`src/rtl/vga_sync_monitor.sv`:
```
// Receive-side VGA timing checker: recovers line/frame position from the syncs, flags timing errors, locks, probes one pixel.
// Inputs are registered once; errors, lock state and probe capture appear one cycle after the registered edge; no backpressure.
module vga_sync_monitor #(
  parameter int CPP         = 4,
  parameter int H_TOTAL     = 800,
  parameter int H_SYNC      = 96,
  parameter int V_TOTAL     = 525,
  parameter int V_SYNC      = 2,
  parameter int LOCK_FRAMES = 2
) (
  input  logic        Clk,
  input  logic        Reset,
  input  logic        hSync,
  input  logic        vSync,
  input  logic [11:0] rgb,
  input  logic [9:0]  ProbeX,
  input  logic [9:0]  ProbeY,
  input  logic        ClearErr,
  output logic        Locked,
  output logic        HErr,
  output logic        VErr,
  output logic [15:0] FrameCount,
  output logic [11:0] ProbeRgb,
  output logic        ProbeValid
);

  localparam int PW = $clog2(CPP);
  localparam logic [11:0]   SYNC_CLKS  = 12'(H_SYNC * CPP);
  localparam logic [11:0]   LINE_LAST  = 12'(H_TOTAL * CPP - 1);
  localparam logic [9:0]    V_SYNC_L   = 10'(V_SYNC);
  localparam logic [9:0]    FRAME_LAST = 10'(V_TOTAL - 1);
  localparam logic [10:0]   H_TOTAL_L  = 11'(H_TOTAL);
  localparam logic [10:0]   V_TOTAL_L  = 11'(V_TOTAL);
  localparam logic [PW-1:0] PHASE_MID  = PW'(CPP / 2);
  localparam logic [3:0]    LOCK_L     = 4'(LOCK_FRAMES);

  typedef enum logic [1:0] {SEARCH, ALIGN, LOCKED} stateT;

  logic        hSyncR, vSyncR, hSyncP, vSyncP;
  logic [11:0] rgbR;
  logic        hFall, hRise, vFall, vRise;
  logic [11:0] clkCnt, lastCnt, pixCol;
  logic [9:0]  lineCnt, lineNext;
  logic        hSeen, vSeen;
  logic        hErrNow, vErrNow;
  logic        frameErr, frameBad;
  logic [3:0]  good, goodInc;
  stateT       state;
  logic        probeHit;

  // Previous-value registers reset high so nothing looks like an edge right after Reset.
  always_ff @(posedge Clk) begin
    if (Reset) begin
      hSyncR <= 1'b1;
      vSyncR <= 1'b1;
      hSyncP <= 1'b1;
      vSyncP <= 1'b1;
      rgbR   <= '0;
    end else begin
      hSyncR <= hSync;
      vSyncR <= vSync;
      hSyncP <= hSyncR;
      vSyncP <= vSyncR;
      rgbR   <= rgb;
    end
  end

  assign hFall = hSyncP & ~hSyncR;
  assign hRise = ~hSyncP & hSyncR;
  assign vFall = vSyncP & ~vSyncR;
  assign vRise = ~vSyncP & vSyncR;

  // Restart is keyed off the raw input so clkCnt already reads 0 when the registered fall is seen;
  // lastCnt keeps the final count of the line that just ended.
  always_ff @(posedge Clk) begin
    if (Reset) begin
      clkCnt  <= '0;
      lastCnt <= '0;
    end else begin
      lastCnt <= clkCnt;
      if (hSyncR && !hSync)
        clkCnt <= '0;
      else if (clkCnt != 12'hFFF)
        clkCnt <= clkCnt + 12'd1;
    end
  end

  always_comb begin
    lineNext = lineCnt;
    if (vFall)
      lineNext = '0;
    else if (hFall && lineCnt != 10'h3FF)
      lineNext = lineCnt + 10'd1;
  end

  always_ff @(posedge Clk) begin
    if (Reset) begin
      lineCnt <= '0;
      hSeen   <= 1'b0;
      vSeen   <= 1'b0;
    end else begin
      lineCnt <= lineNext;
      hSeen   <= hSeen | hFall;
      vSeen   <= vSeen | vFall;
    end
  end

  // The vSync rise normally shares its cycle with an hSync fall, so the width check sees the updated line count.
  assign hErrNow = hSeen & ((hRise & (clkCnt != SYNC_CLKS)) | (hFall & (lastCnt != LINE_LAST)));
  assign vErrNow = vSeen & ((vRise & (lineNext != V_SYNC_L)) | (vFall & (lineCnt != FRAME_LAST)));

  always_ff @(posedge Clk) begin
    if (Reset) begin
      HErr <= 1'b0;
      VErr <= 1'b0;
    end else begin
      HErr <= (HErr & ~ClearErr) | hErrNow;
      VErr <= (VErr & ~ClearErr) | vErrNow;
    end
  end

  assign frameBad = frameErr | hErrNow | vErrNow;
  assign goodInc  = good + 4'd1;

  always_ff @(posedge Clk) begin
    if (Reset) begin
      state      <= SEARCH;
      good       <= '0;
      frameErr   <= 1'b0;
      Locked     <= 1'b0;
      FrameCount <= '0;
    end else begin
      frameErr <= vFall ? 1'b0 : frameBad;
      case (state)
        SEARCH: begin
          if (vFall) begin
            state <= ALIGN;
            good  <= '0;
          end
        end
        ALIGN: begin
          if (vFall) begin
            if (frameBad) begin
              good <= '0;
            end else if (goodInc == LOCK_L) begin
              good       <= goodInc;
              state      <= LOCKED;
              Locked     <= 1'b1;
              FrameCount <= FrameCount + 16'd1;
            end else begin
              good <= goodInc;
            end
          end
        end
        LOCKED: begin
          if (vFall)
            FrameCount <= FrameCount + 16'd1;
          if (hErrNow || vErrNow) begin
            state  <= SEARCH;
            Locked <= 1'b0;
          end
        end
        default: begin
          state  <= SEARCH;
          Locked <= 1'b0;
        end
      endcase
    end
  end

  // Sample mid-pixel so the capture is clear of pixel transitions.
  assign pixCol   = clkCnt >> PW;
  assign probeHit = (pixCol == {2'b00, ProbeX}) && (lineCnt == ProbeY) &&
                    (clkCnt[PW-1:0] == PHASE_MID) &&
                    ({1'b0, ProbeX} < H_TOTAL_L) && ({1'b0, ProbeY} < V_TOTAL_L);

  always_ff @(posedge Clk) begin
    if (Reset) begin
      ProbeRgb   <= '0;
      ProbeValid <= 1'b0;
    end else begin
      ProbeValid <= probeHit;
      if (probeHit)
        ProbeRgb <= rgbR;
    end
  end

endmodule

```
`config.mk`:
```
export PLATFORM = sky130hd
export DESIGN_NAME = vga_sync_monitor
export DESIGN_NICKNAME = d
export VERILOG_FILES = /design/src/rtl/vga_sync_monitor.sv
export SDC_FILE = /design/constraint.sdc
export NUM_CORES = 1
export LEC_CHECK = 0
export ABC_CLOCK_PERIOD_IN_PS = 3190
export BUFFER_PORTS_ARGS = -buffer_cell sky130_fd_sc_hd__buf_2
export CAP_MARGIN = 20
export CORE_MARGIN = 2
export CORE_UTILIZATION = 55
export CTS_BUF_LIST = sky130_fd_sc_hd__clkbuf_8
export CTS_CLUSTER_DIAMETER = 40
export DETAILED_ROUTE_END_ITERATION = 16
export GPL_TIMING_DRIVEN = 0
export PLACE_DENSITY = 0.87
export SYNTH_ARGS = -nofsm -noshare
export SYNTH_HDL_FRONTEND = slang
export SYNTH_SLANG_ARGS = --single-unit
```
`constraint.sdc`:
```
create_clock -name Clk -period 3.19 [get_ports Clk]
set_clock_uncertainty 0.2 [all_clocks]
set_input_delay 0.319 -clock Clk [delete_from_list [all_inputs] [get_ports Clk]]
set_output_delay 0.319 -clock Clk [all_outputs]
set_load 0.02 [all_outputs]
```
==> load_flow_metrics.sql <==
INSERT INTO impl_metrics (metric_group, metric, value, unit) VALUES
('outcome', 'outcome', 'completed', ''),
('global_route', 'grt_max_degree', '20', ''),
('clock_tree', 'clkSlewWorstSetupHoldPaths', '0.10', 'ns'),
('worst_setup_path', 'data_required_time_of_the_critical_path', '3.25', 'ns'),
('timing', 'grt_setup_unrepaired', 'false', ''),
('logic_synthesis', 'synth_sequential_area_ratio', '42.1', '%'),
('logic_synthesis', 'postSynthAreaPerCell', '8.98', 'µm²'),
('timing', 'report.final.slew_viol_count', '0', ''),
('logic_synthesis', 'synth_area', '4330', 'µm²'),
('timing', 'worst_hold_slack', '0.0267', 'ns'),
('clock_tree', 'tritoncts_clock_tree', 'built', ''),
('floorplan', 'fp-row-count', '32', ''),
('floorplan', 'floorplan.initialDensity', '56.3', '%'),
('place', 'globalplace.congestion', '0.922', ''),
('worst_setup_path', 'critPathLaunchType', 'register', ''),
('logic_synthesis', 'syn-num-nets', '527', ''),
('final_layout', 'syn2layout_area_growth', '18.7', '%'),
('timing', 'timing.max_slew.rel_slack', '62.3', '%'),
('worst_setup_path', 'worst-endpoint-arrival', '2.71', 'ns'),
('place', 'place.detailed.hpwl', '6960', 'µm'),
('min_path', 'hold_path_class', 'input port to register', ''),
('timing', 'timing_hold_violations_final', '0', ''),
('logic_synthesis', 'synth_cell_types', '61', ''),
('worst_setup_path', 'critical_path.endpoint_type', 'register', ''),
('floorplan', 'dieArea', '8600', 'µm²'),
('worst_setup_path', 'r2r_slack', '0.55', 'ns'),
('drt', 'routed_length_per_instance', '14.1', 'µm'),
('drt', 'drcViolationCount', '0', ''),
('global_route', 'antenna_violations_before_repair', '0', ''),
('worst_setup_path', 'worstSetupEndpoint', 'FrameCount[0]', ''),
('pwr', 'power_density_relative_to_cell_area', '408', 'nW/µm²'),
('pwr', 'total_leakage_power', '2.11', 'nW'),
('worst_setup_path', 'rr_endpoint', 'FrameCount[0]', ''),
('drt', 'dr.pass1.iters', '4', ''),
('logic_synthesis', 'ys.flop_type', 'sky130_fd_sc_hd__dfxtp_1', ''),
('drt', 'final_antenna_net_count', '0', ''),
('final_layout', 'final_nets', '620', ''),
('worst_setup_path', 'reg2regPathDepth', '9', ''),
('drt', 'routed_via_density', '5.50', ''),
('timing', 'min_period_over_period', '82.9', '%'),
('clock_tree', 'cts-root-to-sink-buffers', '2', ''),
('logic_synthesis', 'flop_and_latch_count_out_of_synthesis', '91', ''),
('worst_setup_path', 'worstSetupPathType', 'register to register', ''),
('final_layout', 'drive_above_1_share', '19.3', '%'),
('logic_synthesis', 'postSynth.asyncResetShare', '0', '%'),
('logic_synthesis', 'synthTopCellsByArea', 'sky130_fd_sc_hd__dfxtp_1 (42%), sky130_fd_sc_hd__xnor2_1 (6.1%), sky130_fd_sc_hd__nor2_1 (5.5%)', ''),
('timing', 'timing.fmax', '0.378', 'GHz'),
('clock_tree', 'holdBufCountCts', '14', ''),
('final_layout', 'insertedDiodeCount', '0', ''),
('global_route', 'grt_pass1_vias', '3632', ''),
('worst_setup_path', 'setup.worst_path.start', 'lineCnt[0]', ''),
('logic_synthesis', 'syn-instance-count', '482', ''),
('drt', 'vias', '3753', ''),
('run', 'maxCapViolations', '0', ''),
('worst_setup_path', 'r2r_start', 'lineCnt[0]', ''),
('clock_tree', 'clock-root-buffer', 'sky130_fd_sc_hd__clkbuf_8', ''),
('pwr', 'worst_ir_drop_vdd', '0.316', 'mV'),
('floorplan', 'die_height', '92.7', 'µm'),
('clock_tree', 'cts_resized', '0', ''),
('floorplan', 'core', '7690', 'µm²'),
('logic_synthesis', 'yosys.area.top_type', 'sky130_fd_sc_hd__dfxtp_1', ''),
('clock_tree', 'clock_sink_count', '91', ''),
('drt', 'drt_wl_total', '9640', 'µm'),
('logic_synthesis', 'synthesis.yosys.warnings', '0', ''),
('floorplan', 'die_extent_in_x', '92.7', 'µm'),
('timing', 'tightest_slew', '0.566', 'ns'),
('floorplan', 'design.portCount', '69', ''),
('logic_synthesis', 'synth.top_cell.area_share', '42.1', '%'),
('drt', 'dr.first_iter.drc_count', '179', ''),
('timing', 'final-setup-viol-count', '0', ''),
('timing', 'fin_crit', '2.64', 'ns'),
('clock_tree', 'number_of_buffers_added_for_setup_after_cts', '0', ''),
('timing', 'fin_tns_setup', '0', 'ns'),
('global_route', 'global_route.overflow_total', '0', ''),
('place', 'count_of_input_and_output_buffers', '68', ''),
('logic_synthesis', 'number_of_synthesized_flops_with_an_enable_pin', '0', ''),
('clock_tree', 'cts_inserted_buffers', '9', ''),
('clock_tree', 'cts_htree_levels', '3', ''),
('clock_tree', 'worst_skew_pair.late_latency', '0.37', 'ns'),
('global_route', 'grt_pass1_wl', '16400', 'µm'),
('worst_setup_path', 'cp_max_fo', '6', ''),
('global_route', 'globalRouteTotalUtil', '23.4', '%');
==> critical path, stage by stage, from the launching register on <==
cell,delay [ns]
sky130_fd_sc_hd__dfxtp_1,0.45
sky130_fd_sc_hd__ha_1,0.26
sky130_fd_sc_hd__and3_1,0.18
sky130_fd_sc_hd__buf_2,0.17
sky130_fd_sc_hd__a31oi_4,0.12
sky130_fd_sc_hd__xnor2_1,0.15
sky130_fd_sc_hd__o2111a_1,0.27
sky130_fd_sc_hd__a21o_1,0.22
sky130_fd_sc_hd__a21oi_1,0.18
sky130_fd_sc_hd__mux2_2,0.35
==> cells in the mapped netlist, types with 3 or more instances <==
library cell and number:
sky130_fd_sc_hd__nor2b_1 26, sky130_fd_sc_hd__and3_1 9, sky130_fd_sc_hd__buf_2 4, sky130_fd_sc_hd__o311ai_1 3
sky130_fd_sc_hd__a31oi_1 8, sky130_fd_sc_hd__nor4_1 4, sky130_fd_sc_hd__buf_6 7, sky130_fd_sc_hd__xor2_1 13
sky130_fd_sc_hd__inv_1 8, sky130_fd_sc_hd__nor3b_1 6, sky130_fd_sc_hd__and4_1 4, sky130_fd_sc_hd__nand2_1 24
sky130_fd_sc_hd__nor2_1 64, sky130_fd_sc_hd__mux2i_1 15, sky130_fd_sc_hd__and2_1 5, sky130_fd_sc_hd__a21oi_1 18
sky130_fd_sc_hd__nor3_1 15, sky130_fd_sc_hd__xnor2_1 30, sky130_fd_sc_hd__ha_1 8, sky130_fd_sc_hd__dfxtp_1 91
sky130_fd_sc_hd__nand3_1 9, sky130_fd_sc_hd__o21ai_0 7, sky130_fd_sc_hd__nand4_1 21, sky130_fd_sc_hd__or3_1 4
sky130_fd_sc_hd__o211ai_1 3, sky130_fd_sc_hd__a211oi_1 3, sky130_fd_sc_hd__nand3b_1 4, sky130_fd_sc_hd__nand2b_1 11
sky130_fd_sc_hd__or2_2 6, sky130_fd_sc_hd__clkbuf_1 15
==> cell families (layout without fill, tap and decap cells) <==
logic type | count (synthesis) | count (layout) | share of synthesized area (%)
AND/OR/NAND/NOR | 225 | 225 | 28.5
flip-flops | 91 | 91 | 42.1
AO/OA/AOI/OAI | 62 | 62 | 9.97
XOR/XNOR | 43 | 43 | 8.70
buffers and inverters | 37 | 135 | 4.71
multiplexers | 16 | 16 | 3.73
adder cells (fa/ha/maj) | 8 | 8 | 2.31
==> layout by cell type, fill, tap and decap left out, types with 8 or more instances in the layout <==
cell / Yosys / routed
sky130_fd_sc_hd__buf_2: 4 / 72
sky130_fd_sc_hd__and3_1: 9 / 9
sky130_fd_sc_hd__nand3_1: 9 / 9
sky130_fd_sc_hd__clkbuf_8: 0 / 9
sky130_fd_sc_hd__dfxtp_1: 91 / 91
sky130_fd_sc_hd__nand2_1: 24 / 24
sky130_fd_sc_hd__xnor2_1: 30 / 30
sky130_fd_sc_hd__xor2_1: 13 / 13
sky130_fd_sc_hd__nor2b_1: 26 / 26
sky130_fd_sc_hd__ha_1: 8 / 8
sky130_fd_sc_hd__mux2i_1: 15 / 15
sky130_fd_sc_hd__nand2b_1: 11 / 11
sky130_fd_sc_hd__dlygate4sd3_1: 0 / 14
sky130_fd_sc_hd__nand4_1: 21 / 21
sky130_fd_sc_hd__clkbuf_1: 15 / 15
sky130_fd_sc_hd__a21oi_1: 18 / 18
sky130_fd_sc_hd__nor3_1: 15 / 15
sky130_fd_sc_hd__inv_1: 8 / 8
sky130_fd_sc_hd__a31oi_1: 8 / 8
sky130_fd_sc_hd__nor2_1: 64 / 64
==> how the worst min path moves through the flow <==
stage,startpoint,to,slack (ns),cells after the start
global placement,rgbR[4],ProbeRgb[4],0.24,2
global route,ClearErr,HErr,0.04,3
detailed placement,rgbR[7],ProbeRgb[7],0.26,2
CTS,ClearErr,HErr,0.02,3
finish,ClearErr,HErr,0.03,3
floorplan,vSync,vSyncR,0.22,1
==> registers in the layout (all words and copies together), names as in the netlist, 2 cells and up <==
name        count
good            4
ProbeRgb       12
lastCnt        12
state           2
lineCnt        10
FrameCount     16
clkCnt         12
rgbR           12
==> report_power, final <==
part           internal (W)  leakage [nW]  switching [W]
Sequential          0.00116         0.739      0.0000144
Combinational     0.0000711          1.27      0.0000785
Clock              0.000314         0.104       0.000466
==> through the flow <==
step / total power (W) / cells / utilization, % / area [µm²] / setup slack (ns)
6_report: 0.00210 / 682 / 66.9 / 5140 / 0.545
5_1_grt: 0.00218 / 682 / 66.9 / 5140 / 0.361
4_1_cts: 0.00211 / 682 / 66.9 / 5140 / 0.565
3_5_place_dp: 0.00133 / 652 / 62.4 / 4800 / 0.580
3_3_place_gp: 0.00133 / 652 / 62.4 / 4800 / 0.619
2_1_floorplan: 0.00128 / 482 / - / 4330 / 0.796
==> metal layers <==
metal / wire [µm] / track usage, %
met1: 4290 / 28.7
met2: 4820 / 41.1
met3: 383 / 4.23
met4: 151 / 8.09
met5: 0 / 0
==> layout make-up <==
type | instances | area [µm²]
clock inverters | 7 | 78.8
well taps | 102 | 128
inverters | 8 | 30.0
plain buffers | 29 | 174
clock buffers | 9 | 124
fillers | 649 | 2550
multi-input cells | 354 | 2300
repair buffers | 82 | 480
flip-flops and latches | 91 | 1820
Power figures use the tool's default switching activity.
